**src/rtl/seg_scan_ctrl_pkg.sv**
```systemverilog
// Shared constants for the 4-digit multiplexed 7-segment scan controller.
// Segment patterns are active-low, index 0 = segment a.
package seg_pkg;

  localparam int N_DIG = 4;

  localparam logic [0:6]       SEG_BLANK = 7'b1111111;
  localparam logic [N_DIG-1:0] DIG_OFF   = 4'b1111;

  // Non-BCD nibbles (10..15) decode to all segments off.
  localparam logic [0:6] SEG_LUT [16] = '{
    7'b0000001, 7'b1001111, 7'b0010010, 7'b0000110,
    7'b1001100, 7'b0100100, 7'b0100000, 7'b0001101,
    7'b0000000, 7'b0000100, 7'b1111111, 7'b1111111,
    7'b1111111, 7'b1111111, 7'b1111111, 7'b1111111
  };

endpackage

```
**src/rtl/seg_scan_ctrl_decode.sv**
```systemverilog
// BCD nibble to active-low 7-segment pattern; one instance shared by all digits.
module seg_decode
  import seg_pkg::*;
(
  input  logic [3:0] nib_i,
  output logic [0:6] seg_o
);

  assign seg_o = SEG_LUT[nib_i];

endmodule

```
**src/rtl/seg_scan_ctrl.sv**
```systemverilog
// 4-digit scan controller: prescaler, slot counter, frame-synchronous update,
// inter-digit blanking and optional leading-zero blanking.
module seg_scan_ctrl
  import seg_pkg::*;
#(
  parameter int TICK_DIV  = 50000,
  parameter int BLANK_CYC = 16
) (
  input  logic        clk,
  input  logic        rst_n,
  input  logic        load_i,
  input  logic [15:0] data_i,
  input  logic        lzb_en_i,
  output logic [0:6]  seg_o,
  output logic [3:0]  dig_n_o,
  output logic        pend_o,
  output logic        upd_ack_o,
  output logic        frame_o
);

  localparam int            CW        = $clog2(TICK_DIV);
  localparam logic [CW-1:0] CNT_MAX   = CW'(TICK_DIV - 1);
  localparam logic [CW-1:0] BLANK_END = CW'(BLANK_CYC);

  logic [CW-1:0] cnt_q, cnt_d;
  logic [1:0]    slot_q, slot_d;
  logic [15:0]   disp_q, disp_d, pdat_q, pdat_d;
  logic          pend_q, pend_d;
  logic [0:6]    seg_q, seg_d;
  logic [3:0]    dig_q, dig_d;
  logic          ack_q, ack_d, frame_q, frame_d;

  logic          tick, frame_end, suppress;
  logic [3:0]    nib;
  logic [0:6]    nib_seg;

  assign tick      = (cnt_q == CNT_MAX);
  assign frame_end = tick && (slot_q == 2'd3);

  seg_decode u_dec (
    .nib_i (nib),
    .seg_o (nib_seg)
  );

  // A digit is suppressed only if it and every more significant nibble are zero.
  always_comb begin
    nib      = disp_q[3:0];
    suppress = 1'b0;
    unique case (slot_q)
      2'd3: begin nib = disp_q[15:12]; suppress = (disp_q[15:12] == '0); end
      2'd2: begin nib = disp_q[11:8];  suppress = (disp_q[15:8]  == '0); end
      2'd1: begin nib = disp_q[7:4];   suppress = (disp_q[15:4]  == '0); end
      default: begin nib = disp_q[3:0]; suppress = 1'b0; end
    endcase
    suppress = suppress & lzb_en_i;
  end

  always_comb begin
    cnt_d  = tick ? '0 : cnt_q + 1'b1;
    slot_d = tick ? slot_q + 2'd1 : slot_q;

    seg_d = SEG_BLANK;
    dig_d = DIG_OFF;
    if (!(cnt_q < BLANK_END) && !suppress) begin
      seg_d         = nib_seg;
      dig_d[slot_q] = 1'b0;
    end

    // Commit only at frame end so a frame never mixes old and new digits.
    disp_d  = disp_q;
    pdat_d  = pdat_q;
    pend_d  = pend_q;
    ack_d   = 1'b0;
    frame_d = frame_end;
    if (frame_end) begin
      if (load_i) begin
        disp_d = data_i;
        pend_d = 1'b0;
        ack_d  = 1'b1;
      end else if (pend_q) begin
        disp_d = pdat_q;
        pend_d = 1'b0;
        ack_d  = 1'b1;
      end
    end else if (load_i) begin
      pdat_d = data_i;
      pend_d = 1'b1;
    end
  end

  always_ff @(posedge clk or negedge rst_n) begin
    if (!rst_n) begin
      cnt_q   <= '0;
      slot_q  <= '0;
      disp_q  <= '0;
      pdat_q  <= '0;
      pend_q  <= 1'b0;
      seg_q   <= SEG_BLANK;
      dig_q   <= DIG_OFF;
      ack_q   <= 1'b0;
      frame_q <= 1'b0;
    end else begin
      cnt_q   <= cnt_d;
      slot_q  <= slot_d;
      disp_q  <= disp_d;
      pdat_q  <= pdat_d;
      pend_q  <= pend_d;
      seg_q   <= seg_d;
      dig_q   <= dig_d;
      ack_q   <= ack_d;
      frame_q <= frame_d;
    end
  end

  assign seg_o     = seg_q;
  assign dig_n_o   = dig_q;
  assign pend_o    = pend_q;
  assign upd_ack_o = ack_q;
  assign frame_o   = frame_q;

endmodule

```
**config.mk**
```make
export PLATFORM = sky130hd
export DESIGN_NAME = seg_scan_ctrl
export DESIGN_NICKNAME = d
export VERILOG_FILES = /design/src/rtl/seg_scan_ctrl_pkg.sv /design/src/rtl/seg_scan_ctrl_decode.sv /design/src/rtl/seg_scan_ctrl.sv
export SDC_FILE = /design/constraint.sdc
export NUM_CORES = 1
export LEC_CHECK = 0
export ABC_AREA = 1
export CORE_UTILIZATION = 55
export DETAILED_ROUTE_END_ITERATION = 16
export DONT_BUFFER_PORTS = 1
export GPL_TIMING_DRIVEN = 0
export PLACE_DENSITY = 0.7
export SLEW_MARGIN = 20
export SYNTH_ARGS = -nofsm -noshare
export SYNTH_HDL_FRONTEND = slang
export SYNTH_HIERARCHICAL = 1
export SYNTH_SLANG_ARGS = --single-unit
```
**constraint.sdc**
```tcl
create_clock -name clk -period 3.7 [get_ports clk]
set_clock_uncertainty 0.05 [all_clocks]
set_input_delay 0.555 -clock clk [delete_from_list [all_inputs] [get_ports clk]]
set_output_delay 0.555 -clock clk [all_outputs]
set_load 0.005 [all_outputs]
```
==> impl_table.tex <==
\begin{tabular}{lr}
\hline
Metric & Value \\
\hline
\multicolumn{2}{l}{\textbf{Die}} \\
Total Die Area & roughly 0.0066 mm\^{}2 \\
Chip Width & 81.5 um \\
Initial Utilization & between 50\% and 60\% \\
Die outline height & 81.5 um \\
Total core area & between 0.006 and 0.007 mm\^{}2 \\
Row Count & 28 \\
Top-level I/O count & 34 \\
\multicolumn{2}{l}{\textbf{Detailed routing}} \\
Detail Route Antenna Nets & 0 \\
Number of detailed-route iterations in the first pass & 4 \\
Vias per cell & just over 5 \\
Drt wl/cell & between 10 and 15 um \\
Total number of vias & around 2,800 \\
Total wire length & approximately 7100 um \\
Number of design-rule violations left by the first detailed-router iteration & between 100 and 150 \\
DRC errors left & 0 \\
\multicolumn{2}{l}{\textbf{GRT}} \\
Wire length of the first global-routing pass & $\sim$12,000 um \\
Antenna violations before repair & 0 \\
Via count of the first global-routing pass & between 2,000 and 3,000 \\
Largest net degree at the start of global routing & 65 \\
Overflow after GRT & 0 \\
All-Layer GR Usage & 24.4\% \\
\multicolumn{2}{l}{\textbf{Critical path}} \\
Worst Path Buf+Inv & 4 \\
Critical path class & reg2reg \\
Critical Path RT & between 3 and 4 ns \\
Source of the worst register-to-register timing path & slot\_q[0] \\
Worst reg-to-reg path cell count & 13 \\
Crit-path slowest cell & o21ai\_0 \\
Crit path arrival time & $\sim$2.8 ns \\
Maximum fanout along the worst path & 5 \\
Dominant cell type by count on the critical path & inv\_1 \\
Startpoint kind of the worst setup timing path & register \\
Reg-to-reg setup timing slack & between 1 and 1.5 ns \\
Largest stage delay on the critical path & between 0.4 and 0.5 ns \\
Type of element capturing the critical path & register \\
Destination of the worst register-to-register timing path & seg\_o[3] \\
Cells along the critical path & inv\_1 > ha\_1 > inv\_1 > o21ai\_0 > a21oi\_1 > o21ai\_0 > inv\_1 > ha\_1 > nand2\_1 > nand3\_1 > nand2\_1 > inv\_1 > nand3\_1 \\
Delay-heaviest family, CP & compound AO/OA/AOI/OAI gates \\
\multicolumn{2}{l}{\textbf{Pwr}} \\
IR drop worst, VDD & about 0.00026 V \\
Leak & about 1.9 nW \\
Total power per unit cell area & between 300 and 400 mW/mm\^{}2 \\
\multicolumn{2}{l}{\textbf{Cells and area}} \\
Non-filler instance count after layout & approximately 540 \\
Signed area change from the synthesized netlist to the final layout & 8.42\% \\
Fraction of layout instances using a drive strength above 1 & around 13\% \\
Area taken by multi-input logic gates & 0.00155 mm\^{}2 \\
Ant. Diodes & 0 \\
Final-layout fill cell count & $\sim$550 \\
Nets & roughly 500 \\
FF+latch area & about 0.0016 mm\^{}2 \\
\multicolumn{2}{l}{\textbf{Synth}} \\
Net count after synthesis & between 400 and 500 \\
Post-synthesis average cell area & approximately 7.8 um\^{}2 \\
Register area share after synthesis & between 40\% and 50\% \\
Number of warnings issued by yosys & 6 \\
Cell Area, Synth & around 0.0035 mm\^{}2 \\
Distinct cell type count after synthesis & 32 \\
Cells after synthesis & roughly 450 \\
Total of flip-flops plus latches after synthesis & 64 \\
\multicolumn{2}{l}{\textbf{Timing}} \\
Max-slew violation count & 0 \\
RSZ-0062 raised after global routing & false \\
Post-route clock period utilization & a little over two thirds \\
Summed negative setup slack over all endpoints & 0 ns \\
Pin slew with the least headroom to its limit & 0.622 ns \\
Fmax achieved & between 300 and 400 MHz \\
Slew HR & $\sim$58\% \\
Clock period minus worst slack & $\sim$2.6 ns \\
Final setup violation count & 0 \\
Final hold vios & 0 \\
\multicolumn{2}{l}{\textbf{CTS}} \\
Number of sinks driven by the clock tree & between 60 and 70 \\
H-tree lvl count & 3 \\
Clock-pin slew of the registers on the worst-case setup and hold paths & 0.07 ns \\
Cell at the root of the clock tree & clkbuf\_8 \\
Number of buffers inserted during clock tree synthesis & 9 \\
Longest Clk Path Bufs & 2 \\
Clock insertion delay at the later pin of the skew report & around 0.34 ns \\
TritonCTS clock tree & built \\
\multicolumn{2}{l}{\textbf{Place}} \\
Detail Placement HPWL & 5100 um \\
Last weighted congestion value of the routability-driven placer & around 0.83 \\
Cell total after placement & 522 \\
Number of buffers added on ports & 0 \\
\multicolumn{2}{l}{\textbf{Run}} \\
Max-cap check violation count & 0 \\
\multicolumn{2}{l}{\textbf{Outcome}} \\
Result of the run & complete, no violations \\
\multicolumn{2}{l}{\textbf{Min path}} \\
Path category of the worst min-delay check & in2async \\
\hline
\end{tabular}
[cells in the mapped netlist (all sizes together)]
master | n | area share [%]
o211ai | 1 | 0.22
nand4 | 21 | 4.0
buf | 10 | 1.9
nand3b | 2 | 0.43
nor3 | 5 | 0.72
a31oi | 2 | 0.36
inv | 58 | 6.3
ha | 11 | 4.0
clkbuf | 6 | 0.65
nor2 | 37 | 4.6
nand2 | 139 | 16
dfstp | 11 | 8.3
nor3b | 1 | 0.22
o21ai | 29 | 4.3
a21oi | 7 | 1.0
nand3 | 46 | 7.0
xor2 | 6 | 1.5
clkinv | 2 | 0.25
dfrtp | 53 | 38
[worst max path at each step]
stage,start,endpoint,slack (ns),cells past startpoint
after floorplan,slot_q[0],seg_o[3],1.46,13
after global placement,slot_q[0],seg_o[3],1.17,13
after detailed placement,slot_q[0],seg_o[3],1.14,13
after CTS,slot_q[0],seg_o[3],1.09,13
after global routing,slot_q[0],seg_o[3],0.86,13
final,slot_q[0],seg_o[3],1.12,13
[layout make-up]
cell class | instances | area share [%]
clock buffers | 11 | 4.02
inverters | 60 | 6.01
flip-flops and latches | 64 | 42.8
multi-input cells | 307 | 41.0
repair buffers | 1 | 0.730
clock inverters | 4 | 0.531
well taps | 75 | 2.49
plain buffers | 16 | 2.39
[placed cells by master, fill, tap and decap left out, types with 2 or more instances in the layout]
cell type	synthesis	final
a21oi_1	7	7
a31oi_1	2	2
buf_1	2	2
buf_2	5	5
buf_4	2	2
clkbuf_1	6	6
clkbuf_8	0	11
clkinv_2	1	5
dfrtp_1	53	53
dfstp_2	11	11
ha_1	11	11
inv_1	54	54
inv_2	4	4
nand2_1	125	125
nand2_2	13	13
nand3_1	45	45
nand3b_1	2	2
nand4_1	20	20
nor2_1	32	32
nor2_2	3	3
nor2_4	2	2
nor3_1	5	5
o21ai_0	26	26
o21ai_1	2	2
xor2_1	6	6
[metrics by stage]
| step | cell area, um^2 | setup slack (ns) | power [mW] | hold slack, ns | util (%) |
|---|---|---|---|---|---|
| after CTS | 3770 | 1.09 | 1.34 | 0.0287 | 62.6 |
| final | 3770 | 1.12 | 1.32 | 0.0275 | 62.6 |
| after global routing | 3770 | 0.857 | 1.37 | 0.0521 | 62.6 |
| after global placement | 3570 | 1.17 | 0.787 | 0.211 | 59.3 |
| after detailed placement | 3570 | 1.14 | 0.789 | 0.211 | 59.3 |
| after floorplan | 3480 | 1.46 | 0.778 | 0.209 | - |
[state kept, by name, indices dropped and copies added (netlist names)]
signal / flops
upd_ack_o: 1
frame_o: 1
slot_q: 2
cnt_q: 16
dig_n_o: 4
disp_q: 16
pend_o: 1
seg_o: 7
pdat_q: 16
[worst reg2reg max path, stage by stage (launching register included)]
cell and delay, ns:
dfrtp_1 0.40, inv_1 0.14, ha_1 0.25, inv_1 0.09, o21ai_0 0.17, a21oi_1 0.07
o21ai_0 0.44, inv_1 0.16, ha_1 0.32, nand2_1 0.08, nand3_1 0.13, nand2_1 0.06
inv_1 0.06, nand3_1 0.07
[routing by layer]
metal | vias to the layer above | global-route usage (%) | wire length (um) | part of all wire, %
met3 | 8 | 4.89 | 322 | 4.5
li1 | 1440 | - | - | -
met4 | 0 | 12.0 | 77 | 1.1
met1 | 1280 | 30.3 | 3280 | 46
met2 | 69 | 40.5 | 3410 | 48
met5 | - | 0 | 0 | 0
[cell families (layout without fill, tap and decap cells)]
family,count (synthesis),in the layout,synth area share [%]
xor+xnor,6,6,1.51
buf+inv,76,92,9.10
fa+ha+maj,11,11,3.96
flops,64,64,46.5
simple gates,251,251,33.1
compound gates,39,39,5.87
[power by group]
| group | internal, mW | switching (mW) |
|---|---|---|
| Sequential | 0.716 | 0.00976 |
| Clock | 0.271 | 0.259 |
| Combinational | 0.0238 | 0.0429 |
[what timing repair did]
| action | CTS | global route |
|---|---|---|
| hold buffers | 1 | 0 |
| gates resized for setup | 0 | 0 |
| hold endpoints to repair | 64 | 0 |
| buffers inserted | 0 | 0 |
Note: power is estimated with default switching activity, not from simulation.
